===== src/rtl/reg_unit_sb.sv =====
// -----------------------------------------------------------------------------
// reg_unit_sb : RV32I integer register file with busy scoreboard
//
// Holds NREGS architectural registers of XLEN bits. Register 0 always reads
// zero and is never busy. The file has NRD combinational read ports and one
// synchronous write port. When BYPASS is set, a write in the current cycle is
// forwarded to any read port that addresses the same register.
//
// The scoreboard keeps one busy bit per register. Decode sets the bit when it
// issues an instruction that writes that register. Writeback clears the bit.
// Hazard logic stalls on rs_busy_o. pend_cnt_o is the registered count of busy
// registers.
//
// Ports
//   clk          rising-edge clock
//   rst_i        synchronous reset, active-high; clears registers, busy bits
//                and the pending count
//   rs_addr_i    NRD read addresses, port i = rs_addr_i[i*AW +: AW]
//   rs_data_o    NRD read data,      port i = rs_data_o[i*XLEN +: XLEN]
//   rs_busy_o    per read port: the source register has an outstanding producer
//   rd_i         writeback destination register
//   data_wr_i    writeback data
//   ru_wr_i      writeback enable
//   iss_valid_i  issue strobe: marks iss_rd_i busy
//   iss_rd_i     issued destination register
//   pend_cnt_o   number of registers that are currently busy
// -----------------------------------------------------------------------------
module reg_unit_sb #(
  parameter int unsigned XLEN   = 32,
  parameter int unsigned NREGS  = 32,
  parameter int unsigned NRD    = 2,
  parameter bit          BYPASS = 1'b1,
  localparam int unsigned AW    = $clog2(NREGS)
) (
  input  logic                clk,
  input  logic                rst_i,
  input  logic [NRD*AW-1:0]   rs_addr_i,
  output logic [NRD*XLEN-1:0] rs_data_o,
  output logic [NRD-1:0]      rs_busy_o,
  input  logic [AW-1:0]       rd_i,
  input  logic [XLEN-1:0]     data_wr_i,
  input  logic                ru_wr_i,
  input  logic                iss_valid_i,
  input  logic [AW-1:0]       iss_rd_i,
  output logic [AW:0]         pend_cnt_o
);

  logic [XLEN-1:0]  regs_q [NREGS];
  logic [NREGS-1:0] busy_q, busy_d;
  logic [AW:0]      pend_cnt_q, pend_cnt_d;

  // A writeback to x0 is discarded. It does not touch the data or the scoreboard.
  logic wr_en;
  assign wr_en = ru_wr_i && (rd_i != '0);

  // ---------------------------------------------------------------------------
  // Scoreboard next state. If an issue and a writeback hit the same register on
  // one edge, the busy bit stays set: the newly issued producer supersedes the
  // one that is completing now.
  // ---------------------------------------------------------------------------
  always_comb begin
    // NOTE: give every combinational output a default value first, so that no
    //       path leaves it unassigned and infers a latch.
    busy_d     = '0;
    pend_cnt_d = '0;
    for (int r = 1; r < NREGS; r++) begin
      busy_d[r] = (iss_valid_i && (iss_rd_i == AW'(r))) ||
                  (busy_q[r] && !(wr_en && (rd_i == AW'(r))));
    end
    // The count is a population count of the next busy vector. It can reach
    // at most NREGS-1, so the AW+1 bit width never wraps.
    for (int r = 0; r < NREGS; r++) begin
      pend_cnt_d = pend_cnt_d + (AW+1)'(busy_d[r]);
    end
  end

  // ---------------------------------------------------------------------------
  // State registers
  // ---------------------------------------------------------------------------
  always_ff @(posedge clk) begin
    // NOTE: sequential state uses non-blocking assignments only, so every
    //       register samples the values that were present before the edge.
    if (rst_i) begin
      // NOTE: the register array is cleared on reset on purpose. The core
      //       depends on every architectural register reading zero after
      //       reset. This rules out a plain RAM macro without a reset.
      for (int r = 0; r < NREGS; r++) begin
        regs_q[r] <= '0;
      end
      busy_q     <= '0;
      pend_cnt_q <= '0;
    end else begin
      if (wr_en) begin
        regs_q[rd_i] <= data_wr_i;
      end
      busy_q     <= busy_d;
      pend_cnt_q <= pend_cnt_d;
    end
  end

  assign pend_cnt_o = pend_cnt_q;

  // ---------------------------------------------------------------------------
  // Read ports. regs_q[0] is cleared on reset and never written, and busy_q[0]
  // is never set. So x0 needs no special case here.
  // ---------------------------------------------------------------------------
  for (genvar i = 0; i < NRD; i++) begin : g_rd
    logic [AW-1:0] addr;
    logic          fwd;
    assign addr = rs_addr_i[i*AW +: AW];
    assign fwd  = BYPASS && wr_en && (addr == rd_i);
    // A forwarded value is the completing producer's result, so the source
    // register is no longer reported busy.
    assign rs_data_o[i*XLEN +: XLEN] = fwd ? data_wr_i : regs_q[addr];
    assign rs_busy_o[i]              = fwd ? 1'b0      : busy_q[addr];
  end

endmodule


===== config.mk =====
export PLATFORM = sky130hd
export DESIGN_NAME = reg_unit_sb
export DESIGN_NICKNAME = d
export VERILOG_FILES = /design/src/rtl/reg_unit_sb.sv
export SDC_FILE = /design/constraint.sdc
export NUM_CORES = 2
export LEC_CHECK = 0
export BUFFER_PORTS_ARGS = -buffer_cell sky130_fd_sc_hd__buf_2
export CAP_MARGIN = 30
export CORE_AREA = 4 4 316 318
export CTS_BUF_LIST = sky130_fd_sc_hd__clkbuf_8
export DETAILED_ROUTE_END_ITERATION = 16
export DIE_AREA = 0 0 320 322
export PLACE_DENSITY = 0.75
export SYNTH_ARGS = -nofsm -noshare
export SYNTH_HDL_FRONTEND = slang
export SYNTH_SLANG_ARGS = --single-unit

===== constraint.sdc =====
create_clock -name clk -period 6.4 [get_ports clk]
set_clock_uncertainty 0.1 [all_clocks]
set_input_delay 0.32 -clock clk [delete_from_list [all_inputs] [get_ports clk]]
set_output_delay 0.32 -clock clk [all_outputs]
set_load 0.05 [all_outputs]

==> metrics.cfg <==
[place]
hpwlAfterDp_um=118000
gp_congestion=0.928
port_buffers=127

[finish]
drive_gt1_share_pct=20.1
seqCellArea_mm2=0.0315
area_delta_synth_final_pct=9.46
layout_common_cells=edfxtp_1, and2_1, mux2i_1, mux4_2, clkbuf_8
final_common_cell=edfxtp_1
fillers=6904
nNetsFinal=4470
multi_input_area_mm2=0.0248

[flow_run]
max-cap-violations=0

[detailed_routing]
dr.pass1.iters=6
drt_wl_total_um=198000
vias_per_cell=6.96
post_drt_wl_per_cell_um=34.2
drc=0
drt_iter0_markers=6335
vias=40300
drtAntennaViolNets=0

[synth]
yosysWarnings=0
ys_seq_area_share_pct=54.3
synth_ff_type=edfxtp_1
syn_avg_cell_area_um2=13.6
async_flop_share_pct=0
synth_top_area_share_pct=53.0
yosysTopAreaCell=edfxtp_1
synth_enable_flop_cells=1024
synth_area_leaders=edfxtp_1, and2_1, mux4_2
synthCells=4281
synth.distinct_cells=64
netlist_area_mm2=0.0580
yosys_register_bits=1061

[timing]
fin_crit_sh_pct=94.0
finalSetupViolCount=0
finalHoldViolCount=0
rsz0062_at_grt=false
slew_headroom_pct=26.2
worst_slew_pin_slew_ns=1.10
slew_violations=0
timing.fmax_ghz=0.166
tns_ns=0
fin_crit_ns=6.02

[run_status]
status=finished clean

[worst_hold_path]
hold_path_depth=2
min_path_type=in -> reg

[setup_path]
crit_required_ns=6.98
arrival_ns=6.60
slowest_stage=dlygate4sd3_1
cp-start-kind=input pin
path_common_cell=fa_1
path_delay_family=adder cells
path_cells=dlygate4sd3_1, buf_2, nor2b_1, dlygate4sd3_1, nand3_1, a22oi_1, fa_1, fa_1, fa_1, fa_1, fa_1, inv_1, fa_1, inv_1, fa_1, fa_1, inv_1, a21o_1, a21oi_1, xor2_1, nor2_1
cp_max_fo=8
path_class=in -> reg
cp_num_buf_inv=6
critical-path-max-stage-delay_ns=0.58
cp_num_cells=21
reg2regPathDepth=18
crit_path_end_kind=register

[clocking]
clock_sinks=1061
cts_tree=built
cts-buffers-inserted=175
post_cts_resized=0
cts.clk_slew.worst_paths_ns=0.06
clk_latency_ns=0.87
clk_path_buf_depth=3
htreeDepth=4
clockRootBuffer=clkbuf_8
post_cts_buffers=0

[global_route]
grt_pass1_wl_um=281000
grt_util_all_layers_pct=38.2
grt_pass1_vias=40000
antenna_found_initial=15
grt_max_degree=118
overflow=0

[floorplan]
start_util_pct=60.1
num_rows=114
die_width_um=320
die_h_um=322
die_area_mm2=0.103
io_pins=128
core_mm2=0.0966

[pwr]
pwr-share-seq_pct=51.6
p_per_area_mw_per_mm2=250
power.leakage_uw=0.0235
p_total_uw=15900
pwr-share-clk_pct=34.0
ir_drop_mv=0.193
swShare_pct=28.3
intPower_uw=11400
p_comb_share_pct=14.3
switchingPower_uw=4490

final timing paths:
path	from	slack (ns)	end
setup / recovery	rd_i[1]	0.38	pend_cnt_o[4]$_SDFF_PP0_
hold reg to reg	busy_q[26]$_SDFF_PP0_	0.50	busy_q[26]$_SDFF_PP0_
hold / removal	data_wr_i[10]	0.07	regs_q[30][10]$_SDFFCE_PN0P_
setup reg to reg	busy_q[24]$_SDFF_PP0_	0.95	pend_cnt_o[4]$_SDFF_PP0_
Yosys cell counts, types with 4 or more instances:
master	number
nand2_1	116
mux4_2	275
a221o_1	11
fa_1	23
or2_2	5
nand3b_1	9
nand2b_1	35
a221oi_1	5
xor2_1	4
nor4_1	35
or3_1	13
mux2i_1	445
nor2b_1	25
ha_1	7
mux2_2	67
a21oi_1	6
xnor2_1	9
buf_6	29
a22o_1	67
or4_1	21
buf_1	12
o21ai_0	11
o21ai_1	15
o22ai_1	83
o31ai_1	15
dfxtp_1	37
buf_2	84
o211ai_1	42
nor2_1	138
a22oi_1	174
nand3_1	8
and2_1	995
clkbuf_1	237
edfxtp_1	1024
a21o_1	6
nor3_1	28
buf_4	55
o2bb2ai_1	43
inv_1	25
sequential cells by signal, summed over array words and instances (netlist names):
signal,flops
regs_q,1024
busy_q,31
pend_cnt_o,6
per-layer routing:
layer | track usage (%) | wire length, um | up-vias | part of all wire, %
met5 | 0 | 27 | - | 0.014
met4 | 21.4 | 12300 | 4 | 6.2
met3 | 9.88 | 25500 | 705 | 13
met2 | 58.7 | 90400 | 3230 | 46
met1 | 50.0 | 70200 | 20100 | 35
li1 | - | - | 16300 | -
cells by family (layout without fill, tap and decap cells):
group / after synthesis / after routing / share of synthesized area [%]
AO/OA/AOI/OAI: 484 / 484 / 6.25
AND/OR/NAND/NOR: 1456 / 1456 / 14.8
adder cells (fa/ha/maj): 30 / 30 / 0.945
XOR/XNOR: 13 / 13 / 0.196
buffers and inverters: 449 / 649 / 3.86
flip-flops: 1061 / 1061 / 54.3
other: 1 / 40 / 0.00646
multiplexers: 787 / 787 / 19.7
area by class of cell:
cell class,count,area share [%]
sequential,1061,49.6
multi-input combinational,2802,39.1
clock buffer,179,3.88
timing repair buffer,317,3.88
tap,1276,2.51
clock inverter,126,0.898
inverter,27,0.160
antenna,8,0.0315
worst reg2reg max path, cell delays in order (launching register included):
cell	delay, ns
dfxtp_1	0.32
a22oi_1	0.28
fa_1	0.48
fa_1	0.54
inv_1	0.05
fa_1	0.50
inv_1	0.07
fa_1	0.50
fa_1	0.50
inv_1	0.05
fa_1	0.47
inv_1	0.05
fa_1	0.43
fa_1	0.48
inv_1	0.08
a21o_1	0.11
a21oi_1	0.07
xor2_1	0.13
nor2_1	0.05
power groups by stage:
stage                     combinational, uW  clock (uW)  sequential, uW
after global routing                   2340        5730            8240
after global placement                 2180           0            8300
final                                  2280        5410            8200
after CTS                              2220        5400            8190
after detailed placement               2200           0            8330
after floorplan                        1480           0            8280
metrics by stage:
stage	instance area (um2)	cells	hold slack (ns)	setup slack, ns	util, %
after global placement	59700	5426	0.483	0.279	61.9
final	63500	5796	0.0660	0.383	65.8
after detailed placement	60000	5438	0.486	0.269	62.1
after CTS	63400	5785	0.00153	0.470	65.7
after global routing	63500	5789	0.0555	0.207	65.8
after floorplan	58100	4312	0.414	0.560	-
repair_timing:
item / 4_1_cts / 5_1_grt
endpoints found under the hold margin: 855 / 0
endpoints found under the setup margin: 0 / 0
hold buffers: 42 / 0
Power figures use the tool's default switching activity.
